==> config.mk <==
export PLATFORM = sky130hd
export DESIGN_NAME = acc_feeder_flat
export DESIGN_NICKNAME = d
export VERILOG_FILES = /design/src/rtl/acc_pkg.sv /design/src/rtl/acc_feeder_if.sv /design/src/rtl/acc_feeder_btn_debounce.sv /design/src/rtl/acc_feeder.sv /design/src/flat_wrapper.sv
export SDC_FILE = /design/constraint.sdc
export NUM_CORES = 1
export LEC_CHECK = 0
export CAP_MARGIN = 20
export CORE_ASPECT_RATIO = 2
export CORE_MARGIN = 1
export CORE_UTILIZATION = 39
export DETAILED_ROUTE_END_ITERATION = 8
export DONT_BUFFER_PORTS = 1
export GPL_TIMING_DRIVEN = 0
export PLACE_DENSITY = 0.58
export RECOVER_POWER = 100
export SETUP_SLACK_MARGIN = 0.15
export SLEW_MARGIN = 20
export SYNTH_ARGS = -nofsm -noshare
export SYNTH_HDL_FRONTEND = slang
export SYNTH_SLANG_ARGS = --single-unit
==> constraint.sdc <==
create_clock -name clk -period 2.6 [get_ports clk]
set_clock_uncertainty 0.2 [all_clocks]
set_input_delay 0.52 -clock clk [delete_from_list [all_inputs] [get_ports clk]]
set_output_delay 0.52 -clock clk [all_outputs]
set_load 0.005 [all_outputs]
==> src/rtl/acc_pkg.sv <==
// ----------------------------------------------------------------------------
// acc_pkg
// Definitions shared by the accumulator datapath and its operand feeder.
//   ACC_DATA_W : default operand width, equal to the accumulator input width
//   operand_t  : one accumulator operand
//   ALU_OP_ADD : opcode the accumulator uses to add an incoming operand
// ----------------------------------------------------------------------------
package acc_pkg;

    localparam int ACC_DATA_W = 4;

    typedef logic [ACC_DATA_W-1:0] operand_t;

    localparam logic [2:0] ALU_OP_ADD = 3'b100;

endpackage

==> src/rtl/acc_feeder_if.sv <==
// ----------------------------------------------------------------------------
// acc_feeder_if
// Groups the operand-entry controls and the accumulator-side outputs of
// acc_feeder.
//   sw, btn_raw, drain                        : driven toward the feeder
//   acc_in, acc_en, count, full, empty, drop  : produced by the feeder
// Modports:
//   slave  : the feeder itself
//   master : whoever drives the switches/button and observes the outputs
// ----------------------------------------------------------------------------
interface acc_feeder_if
    import acc_pkg::*;
#(
    parameter int DATA_W = ACC_DATA_W,
    parameter int DEPTH  = 4
);

    logic [DATA_W-1:0]        sw;
    logic                     btn_raw;
    logic                     drain;
    logic [DATA_W-1:0]        acc_in;
    logic                     acc_en;
    logic [$clog2(DEPTH):0]   count;
    logic                     full;
    logic                     empty;
    logic                     drop;

    modport slave (
        input  sw, btn_raw, drain,
        output acc_in, acc_en, count, full, empty, drop
    );

    modport master (
        output sw, btn_raw, drain,
        input  acc_in, acc_en, count, full, empty, drop
    );

endinterface

==> src/rtl/acc_feeder_btn_debounce.sv <==
// ----------------------------------------------------------------------------
// btn_debounce
// Synchronises a raw push-button into the clk domain, debounces it and emits
// a single-cycle pulse for every clean press (release produces nothing).
// Ports:
//   clk     : system clock, rising edge
//   rst_n   : asynchronous reset, active-high despite its name
//   btn_raw : raw, bouncing button level
//   press   : registered one-cycle pulse on each debounced 0->1 transition
// ----------------------------------------------------------------------------
module btn_debounce #(
    parameter int DB_CYCLES = 16
) (
    input  logic clk,
    input  logic rst_n,
    input  logic btn_raw,
    output logic press
);

    localparam int CNT_W = (DB_CYCLES > 2) ? $clog2(DB_CYCLES) : 1;

    logic             s1;
    logic             s2;
    logic             db_state;
    logic [CNT_W-1:0] cnt;
    logic             settle;

    // The level has disagreed with db_state long enough; this edge accepts it.
    assign settle = (s2 != db_state) && (cnt == CNT_W'(DB_CYCLES - 1));

    always_ff @(posedge clk or posedge rst_n) begin
        if (rst_n) begin
            s1       <= 1'b0;
            s2       <= 1'b0;
            db_state <= 1'b0;
            cnt      <= '0;
            press    <= 1'b0;
        end else begin
            s1    <= btn_raw;
            s2    <= s1;
            // Only the rising transition of the debounced level is a press.
            press <= settle && !db_state;
            if (s2 == db_state) begin
                cnt <= '0;
            end else if (settle) begin
                cnt      <= '0;
                db_state <= ~db_state;
            end else begin
                cnt <= cnt + 1'b1;
            end
        end
    end

endmodule

==> src/rtl/acc_feeder.sv <==
// ----------------------------------------------------------------------------
// acc_feeder
// Operand-entry stage in front of the 4-bit accumulator. Each clean button
// press captures the registered switch value into a small FIFO; while drain
// is high the FIFO is emptied one operand per cycle onto acc_in/acc_en.
// Ports:
//   clk   : system clock, rising edge
//   rst_n : asynchronous reset, active-high despite its name
//   bus   : acc_feeder_if.slave
//           sw/btn_raw/drain in; acc_in, acc_en, count, full, empty, drop out
// ----------------------------------------------------------------------------
module acc_feeder
    import acc_pkg::*;
#(
    parameter int DATA_W    = ACC_DATA_W,
    parameter int DEPTH     = 4,
    parameter int DB_CYCLES = 16
) (
    input  logic         clk,
    input  logic         rst_n,
    acc_feeder_if.slave  bus
);

    localparam int PTR_W = (DEPTH > 1) ? $clog2(DEPTH) : 1;
    localparam int CNT_W = PTR_W + 1;

    logic [DATA_W-1:0] sw_q;
    logic              push_req;
    logic [DATA_W-1:0] mem [DEPTH];
    logic [PTR_W-1:0]  wptr;
    logic [PTR_W-1:0]  rptr;
    logic [CNT_W-1:0]  count;
    logic              full;
    logic              empty;
    logic              do_pop;
    logic              do_push;
    logic [DATA_W-1:0] acc_in_q;
    logic              acc_en_q;
    logic              drop_q;

    btn_debounce #(
        .DB_CYCLES (DB_CYCLES)
    ) u_debounce (
        .clk     (clk),
        .rst_n   (rst_n),
        .btn_raw (bus.btn_raw),
        .press   (push_req)
    );

    assign full  = (count == CNT_W'(DEPTH));
    assign empty = (count == '0);

    // A pop on the same edge frees a slot, so a push into a full FIFO is
    // still accepted. A push into an empty FIFO cannot pop the same edge.
    assign do_pop  = bus.drain && !empty;
    assign do_push = push_req && (!full || do_pop);

    always_ff @(posedge clk or posedge rst_n) begin
        if (rst_n) begin
            sw_q     <= '0;
            wptr     <= '0;
            rptr     <= '0;
            count    <= '0;
            acc_in_q <= '0;
            acc_en_q <= 1'b0;
            drop_q   <= 1'b0;
        end else begin
            sw_q     <= bus.sw;
            acc_en_q <= do_pop;
            drop_q   <= push_req && !do_push;
            if (do_pop) begin
                acc_in_q <= mem[rptr];
                rptr     <= rptr + 1'b1;
            end
            if (do_push) begin
                wptr <= wptr + 1'b1;
            end
            case ({do_push, do_pop})
                2'b10:   count <= count + 1'b1;
                2'b01:   count <= count - 1'b1;
                default: count <= count;
            endcase
        end
    end

    // Storage carries no reset; only pointers and count define its contents.
    always_ff @(posedge clk) begin
        if (do_push) begin
            mem[wptr] <= sw_q;
        end
    end

    assign bus.acc_in = acc_in_q;
    assign bus.acc_en = acc_en_q;
    assign bus.drop   = drop_q;
    assign bus.count  = count;
    assign bus.full   = full;
    assign bus.empty  = empty;

endmodule

==> src/flat_wrapper.sv <==
// flat-port wrapper written by rule: the top's interface ports become plain ports
module acc_feeder_flat import acc_pkg::*;
#(
    parameter int DATA_W    = ACC_DATA_W,
    parameter int DEPTH     = 4,
    parameter int DB_CYCLES = 16
)
  (clk, rst_n, bus_sw, bus_btn_raw, bus_drain, bus_acc_in, bus_acc_en, bus_count, bus_full, bus_empty, bus_drop);
  acc_feeder_if #(.DATA_W(DATA_W), .DEPTH(DEPTH)) bus_i ();
  input  logic clk;
  input  logic rst_n;
  input wire logic [$bits(bus_i.sw)-1:0] bus_sw;
  input wire logic [$bits(bus_i.btn_raw)-1:0] bus_btn_raw;
  input wire logic [$bits(bus_i.drain)-1:0] bus_drain;
  output wire logic [$bits(bus_i.acc_in)-1:0] bus_acc_in;
  output wire logic [$bits(bus_i.acc_en)-1:0] bus_acc_en;
  output wire logic [$bits(bus_i.count)-1:0] bus_count;
  output wire logic [$bits(bus_i.full)-1:0] bus_full;
  output wire logic [$bits(bus_i.empty)-1:0] bus_empty;
  output wire logic [$bits(bus_i.drop)-1:0] bus_drop;
  assign bus_i.sw = bus_sw;
  assign bus_i.btn_raw = bus_btn_raw;
  assign bus_i.drain = bus_drain;
  assign bus_acc_in = bus_i.acc_in;
  assign bus_acc_en = bus_i.acc_en;
  assign bus_count = bus_i.count;
  assign bus_full = bus_i.full;
  assign bus_empty = bus_i.empty;
  assign bus_drop = bus_i.drop;
  acc_feeder #(.DATA_W(DATA_W), .DEPTH(DEPTH), .DB_CYCLES(DB_CYCLES)) u_core (.clk(clk), .rst_n(rst_n), .bus(bus_i));
endmodule
==> results of run 1 <==
[area by class of cell]
| class | count | area [um^2] | share of cell area [%] |
|---|---|---|---|
| Buffer | 6 | 42.54 | 2.252 |
| Multi-Input combinational cell | 59 | 548.0 | 29.01 |
| Sequential cell | 41 | 1107 | 58.61 |
| Inverter | 7 | 26.28 | 1.391 |
| Timing Repair Buffer | 3 | 18.77 | 0.9934 |
| Tap cell | 52 | 65.06 | 3.444 |
| Clock inverter | 3 | 12.51 | 0.6623 |
| Clock buffer | 5 | 68.82 | 3.642 |
[cells in the final DEF, fill, tap and decap left out, drive strengths merged, types with 4 or more instances in the layout]
| cell type | n |
|---|---|
| dfrtp | 25 |
| edfxtp | 16 |
| clkbuf | 9 |
| inv | 6 |
| mux2 | 6 |
| xnor2 | 5 |
| ha | 5 |
| buf | 5 |
| and2 | 4 |
| mux4 | 4 |
| clkinv | 4 |
[final timing paths]
check / endpoint / slack [ns]
max in group asynchronous: u_core.bus.count[2] / 1.74
worst min-delay path: u_core.u_debounce.cnt[1] / 0.002
min in group clk: u_core.sw_q[1] / 0.06
worst min register to register: u_core.u_debounce.s2 / 0.15
worst max-delay path: u_core.bus.count[2] / 0.19
worst max register to register: u_core.bus.count[2] / 0.19
[critical path, stage by stage, from the launching register on]
cell and delay, ns:
dfrtp_1 0.37, clkbuf_1 0.14, nor3_1 0.09, or3b_4 0.39
fa_2 0.42, or3b_4 0.39, a311o_1 0.31
[timing repair]
action	in CTS	in global routing
setup buffers	1	2
endpoints found under the hold margin	0	0
pin swaps	1	2
endpoints found under the setup margin	1	1
gates resized for setup	5	1
[metrics by stage]
stage / power [uW] / std cells / util (%) / hold WS, ns / worst slack (ns)
finish: 1669 / 176 / 45.30 / 0.002188 / 0.1904
global route: 1763 / 176 / 45.30 / 0.04273 / 0.09771
CTS: 1698 / 174 / 45.60 / 0.04613 / 0.1721
detailed placement: 1273 / 165 / 43.08 / 0.1347 / 0.05440
global placement: 1243 / 165 / 43.08 / 0.1356 / 0.08180
floorplan: 1171 / 113 / - / 0.1312 / 0.1886
[power breakdown]
part           leakage, uW  switching [uW]  internal (uW)
clock network    0.0000430             206            181
logic             0.000239             200            240
registers         0.000451            84.4            758
total             0.000734             490           1180
[layer usage]
metal,vias to the layer above,GRT usage (%),share of wire (%)
met5,-,0,0
met4,0,7.353,2.3
met3,5,3.160,3.2
met2,22,27.31,59
met1,465,12.25,36
li1,420,-,-
[registers in the layout, summed over array words and instances (netlist names)]
register and cells:
u_core.mem 16, u_core.bus.acc_in 4, u_core.sw_q 4, u_core.u_debounce.cnt 4, u_core.bus.count 3, u_core.rptr 2
u_core.wptr 2, u_core.bus.acc_en 1, u_core.bus.drop 1, u_core.u_debounce.db_state 1, u_core.u_debounce.press 1, u_core.u_debounce.s1 1
u_core.u_debounce.s2 1
[logic make-up after synthesis]
kind of cell	synth area share, %
buffers and inverters	3.132
multiplexers	9.395
adder cells (fa/ha/maj)	4.807
AND/OR/NAND/NOR	8.449
XOR/XNOR	3.569
flip-flops	64.38
AO/OA/AOI/OAI	6.264
==> run summary, run 1 <==
final worst path period need: 2.410 ns
initial antenna violation count: 0
Synth async-reset ratio: 60.98%
hpwl dp: 2010 um
port bufs: 0
syn_nets: 127
clock buffer depth: 2
Synth Cell Area: 1718 um^2
Synth Flop Type: dfrtp_1
DRC Markers: 0
peak supply drop: 0.0004066 V
EDFF count, synth: 16
vias in the first global route: 966
Synth area leader: dfrtp_1
final hold viol count: 0
most common cell in the netlist: dfrtp_1
DR iter-0 viols: 30
area of the core: 4170 um^2
max-slew violation count: 0
Layout Nets: 137
Initial DRT Pass Iterations: 4
CTS Buf Count: 5
critical path peak fanout: 3
critical path capture point type: flop
CTS sink count: 41
status: finished clean
worst reg2reg path depth: 6
Site Rows: 33
DRT antenna net count: 0
Worst setup startpoint: u_core.bus.count[0]
worst setup path category: flop to flop
Static Leak: 0.0007339 uW
Via density: 5.182
Unique masters post-synth: 37
max_slew headroom: 38.99%
Worst-Skew Late Latency: 0.28 ns
Min-Delay Path Class: input port to asynchronous set/reset pin
Power Density: 883.4 nW/um^2
Setup-failing EPs final: 0
max-cap viol count: 0
antenna fix cells: 0
crit path DAT: 2.38 ns
WP data required: 2.57 ns
Top Ports: 19
global placement routability congestion: 0.6780
Achievable Freq: 415.0 MHz
root buf cell: clkbuf_8
die extent in x: 48.93 um
Mapped Cells: 113
CTS Hold Bufs: 0
syn avg cell area: 15.20 um^2
first-pass GRT wire length: 4581 um
Yosys Warn Count: 0
dpl cell area: 1797 um^2
H-tree lvl count: 2
Routed WL: 2766 um
Initial Utilization: 41.19%
Setup TNS: 0 ns
Yosys top cell area share: 36.42%
Die Span Y: 95.86 um
top cells by count, synth: 25 x dfrtp_1, 16 x edfxtp_1, 7 x inv_1
Yosys reg bits: 41
sequential element share of the synthesized area: 64.38%
Syn-to-layout area delta: 9.978%
largest cells by area after synthesis: dfrtp_1 36%, edfxtp_1 28%, mux4_2 5.2%, ha_1 3.6%, mux2_2 3.3%
# fillers: 389
Die Footprint: 4690 um^2
CTS tree: done
RSZ-0062 raised after global routing: yes
Clock transition at path regs: 0.08 ns
GRT overflow: 0
Final Cycle Share: 92.68%
Total GRT Usage: 13.69%
startpoint type of the worst setup path: flop
via count: 912
pin count of the biggest net entering global routing: 26
share of layout cells above drive strength 1: 20.97%
post-layout instance area: 1889 um^2
Reg2Reg Launch Point: u_core.bus.count[0]
Worst Tran Pin Value: 0.9095 ns
drt wl/cell: 15.72 um
Note: power is estimated with default switching activity, not from simulation.
==> run 2, diff against run 1 <==
REMOVE_ABC_BUFFERS = 1   (was default)
==> run summary, run 2 (synthesis results as in run 1) <==
status: finished clean
hpwl dp: 1928 um
Routed WL: 2692 um
global placement routability congestion: 0.6771
RSZ-0062 raised after global routing: no
crit-path most repeated cell: or3b_4
die extent in x: 48.93 um
critical path capture point type: flop
Syn-to-layout area delta: 9.978%
Layout Nets: 133
Clock transition at path regs: 0.08 ns
Initial Utilization: 41.19%
pin count of the biggest net entering global routing: 26
max_slew headroom: 26.82%
worst setup path category: flop to flop
Post-Layout Cell Count: 172
Final Cycle Share: 93.29%
met2 Usage GRT: 26.39%
Hold Path Stages: 0
clock buffer depth: 2
worst reg2reg path depth: 5
CTS sink count: 41
root buf cell: clkbuf_8
DRC Markers: 0
Min Hold Slack: 0.04493 ns
area of the core: 4170 um^2
max-slew violation count: 0
critical path peak fanout: 6
initial antenna violation count: 0
antenna fix cells: 0
Static Leak: 0.0007172 uW
global route hottest layer: met2
GR Util met1: 11.15%
max-cap viol count: 0
vias in the first global route: 1,000
share of layout cells above drive strength 1: 20.83%
Via density: 5.180
WP data required: 2.58 ns
max reg flops: 16
CTS Buf Count: 5
DR iter-0 viols: 20
startpoint type of the worst setup path: flop
via count: 891
Setup-failing EPs final: 0
commonest non-fill, non-tap cell in the layout: dfrtp_1
Die Footprint: 4690 um^2
drt wl/cell: 15.65 um
Top Ports: 19
Worst Tran Pin Value: 1.098 ns
Worst-Skew Late Latency: 0.29 ns
Initial DRT Pass Iterations: 4
port bufs: 0
crit path DAT: 2.40 ns
first-pass GRT wire length: 4457 um
crit-path cells: nor3_1 -> or3b_4 -> fa_2 -> or3b_4 -> a311o_1
CTS tree: done
final hold viol count: 0
Site Rows: 33
final worst path period need: 2.426 ns
Min-Delay Path Class: input port to flop
H-tree lvl count: 2
register name with the most flops: u_core.mem
Setup TNS: 0 ns
CP peak stage delay: 0.46 ns
Final Power: 1731 uW
peak supply drop: 0.0004853 V
met3 GRT Util: 4.107%
Power Density: 916.1 nW/um^2
placed insts: 159
Total GRT Usage: 13.25%
DRT antenna net count: 0
commonest cells after routing, fill and taps aside: 22 x dfrtp_1, 16 x edfxtp_1, 6 x inv_1
GRT overflow: 0
Die Span Y: 95.86 um
CP max stage cell: dfrtp_1
utilization after layout: 45.30%
Achievable Freq: 412.3 MHz
==> run 2: changes by cell type in the layout (fill, tap and decap cells not counted), moves of 2 or more <==
cell	change
buf_1	+2
dfrtp_1	-2
dfrtp_2	+2
clkinv_1	-2
clkbuf_1	-2
buf_4	-2
==> run 2: per-layer routing <==
| metal | vias to the layer above | part of all wire (%) |
|---|---|---|
| li1 | 415 | - |
| met1 | 452 | 32 |
| met2 | 19 | 62 |
| met3 | 5 | 3.9 |
| met4 | 0 | 2.4 |
| met5 | - | 0 |
==> run 2: path summary, 6_finish.rpt <==
check	startpoint	to	slack, ns
worst max-delay path	u_core.bus.count[1]	u_core.bus.count[2]	0.17
worst min-delay path	bus_sw[1]	u_core.sw_q[1]	0.04
worst max register to register	u_core.bus.count[1]	u_core.bus.count[2]	0.17
worst min register to register	u_core.u_debounce.s1	u_core.u_debounce.s2	0.15
max in group asynchronous	rst_n	u_core.u_debounce.press	0.54
min in group asynchronous	rst_n	u_core.u_debounce.cnt[1]	0.35
==> run 2: layout make-up <==
cell class	count	area, um^2
Fill cell	371	2281
Sequential cell	41	1110
Tap cell	52	65.06
Timing Repair Buffer	5	25.02
Inverter	7	26.28
Clock buffer	5	68.82
Clock inverter	3	46.29
Multi-Input combinational cell	59	548.0
==> run 2: where the power goes <==
group          total (uW)  switching (uW)  internal (uW)
Sequential            875             116            759
Clock                 505             218            287
Combinational         350             145            205
==> run 2: through the flow <==
stage	setup slack (ns)	area [um^2]
after floorplan	0.02929	1690
after global placement	-0.1076	1755
after detailed placement	-0.1471	1755
after CTS	0.2162	1903
after global routing	0.1016	1889
final	0.1744	1889
==> run 2: worst max-delay path, delay by kind of cell (launching register included) <==
family | cells | cell delay (ns)
compound gates | 1 | 0.35
simple gates | 3 | 0.89
flops | 1 | 0.46
fa+ha+maj | 1 | 0.41
==> run 2: repair_timing <==
item / in CTS / in global routing
gates resized for setup: 8 / 0
endpoints found under the setup margin: 1 / 0
setup buffers: 3 / 0
hold endpoints to repair: 0 / 5
hold buffers: 0 / 1
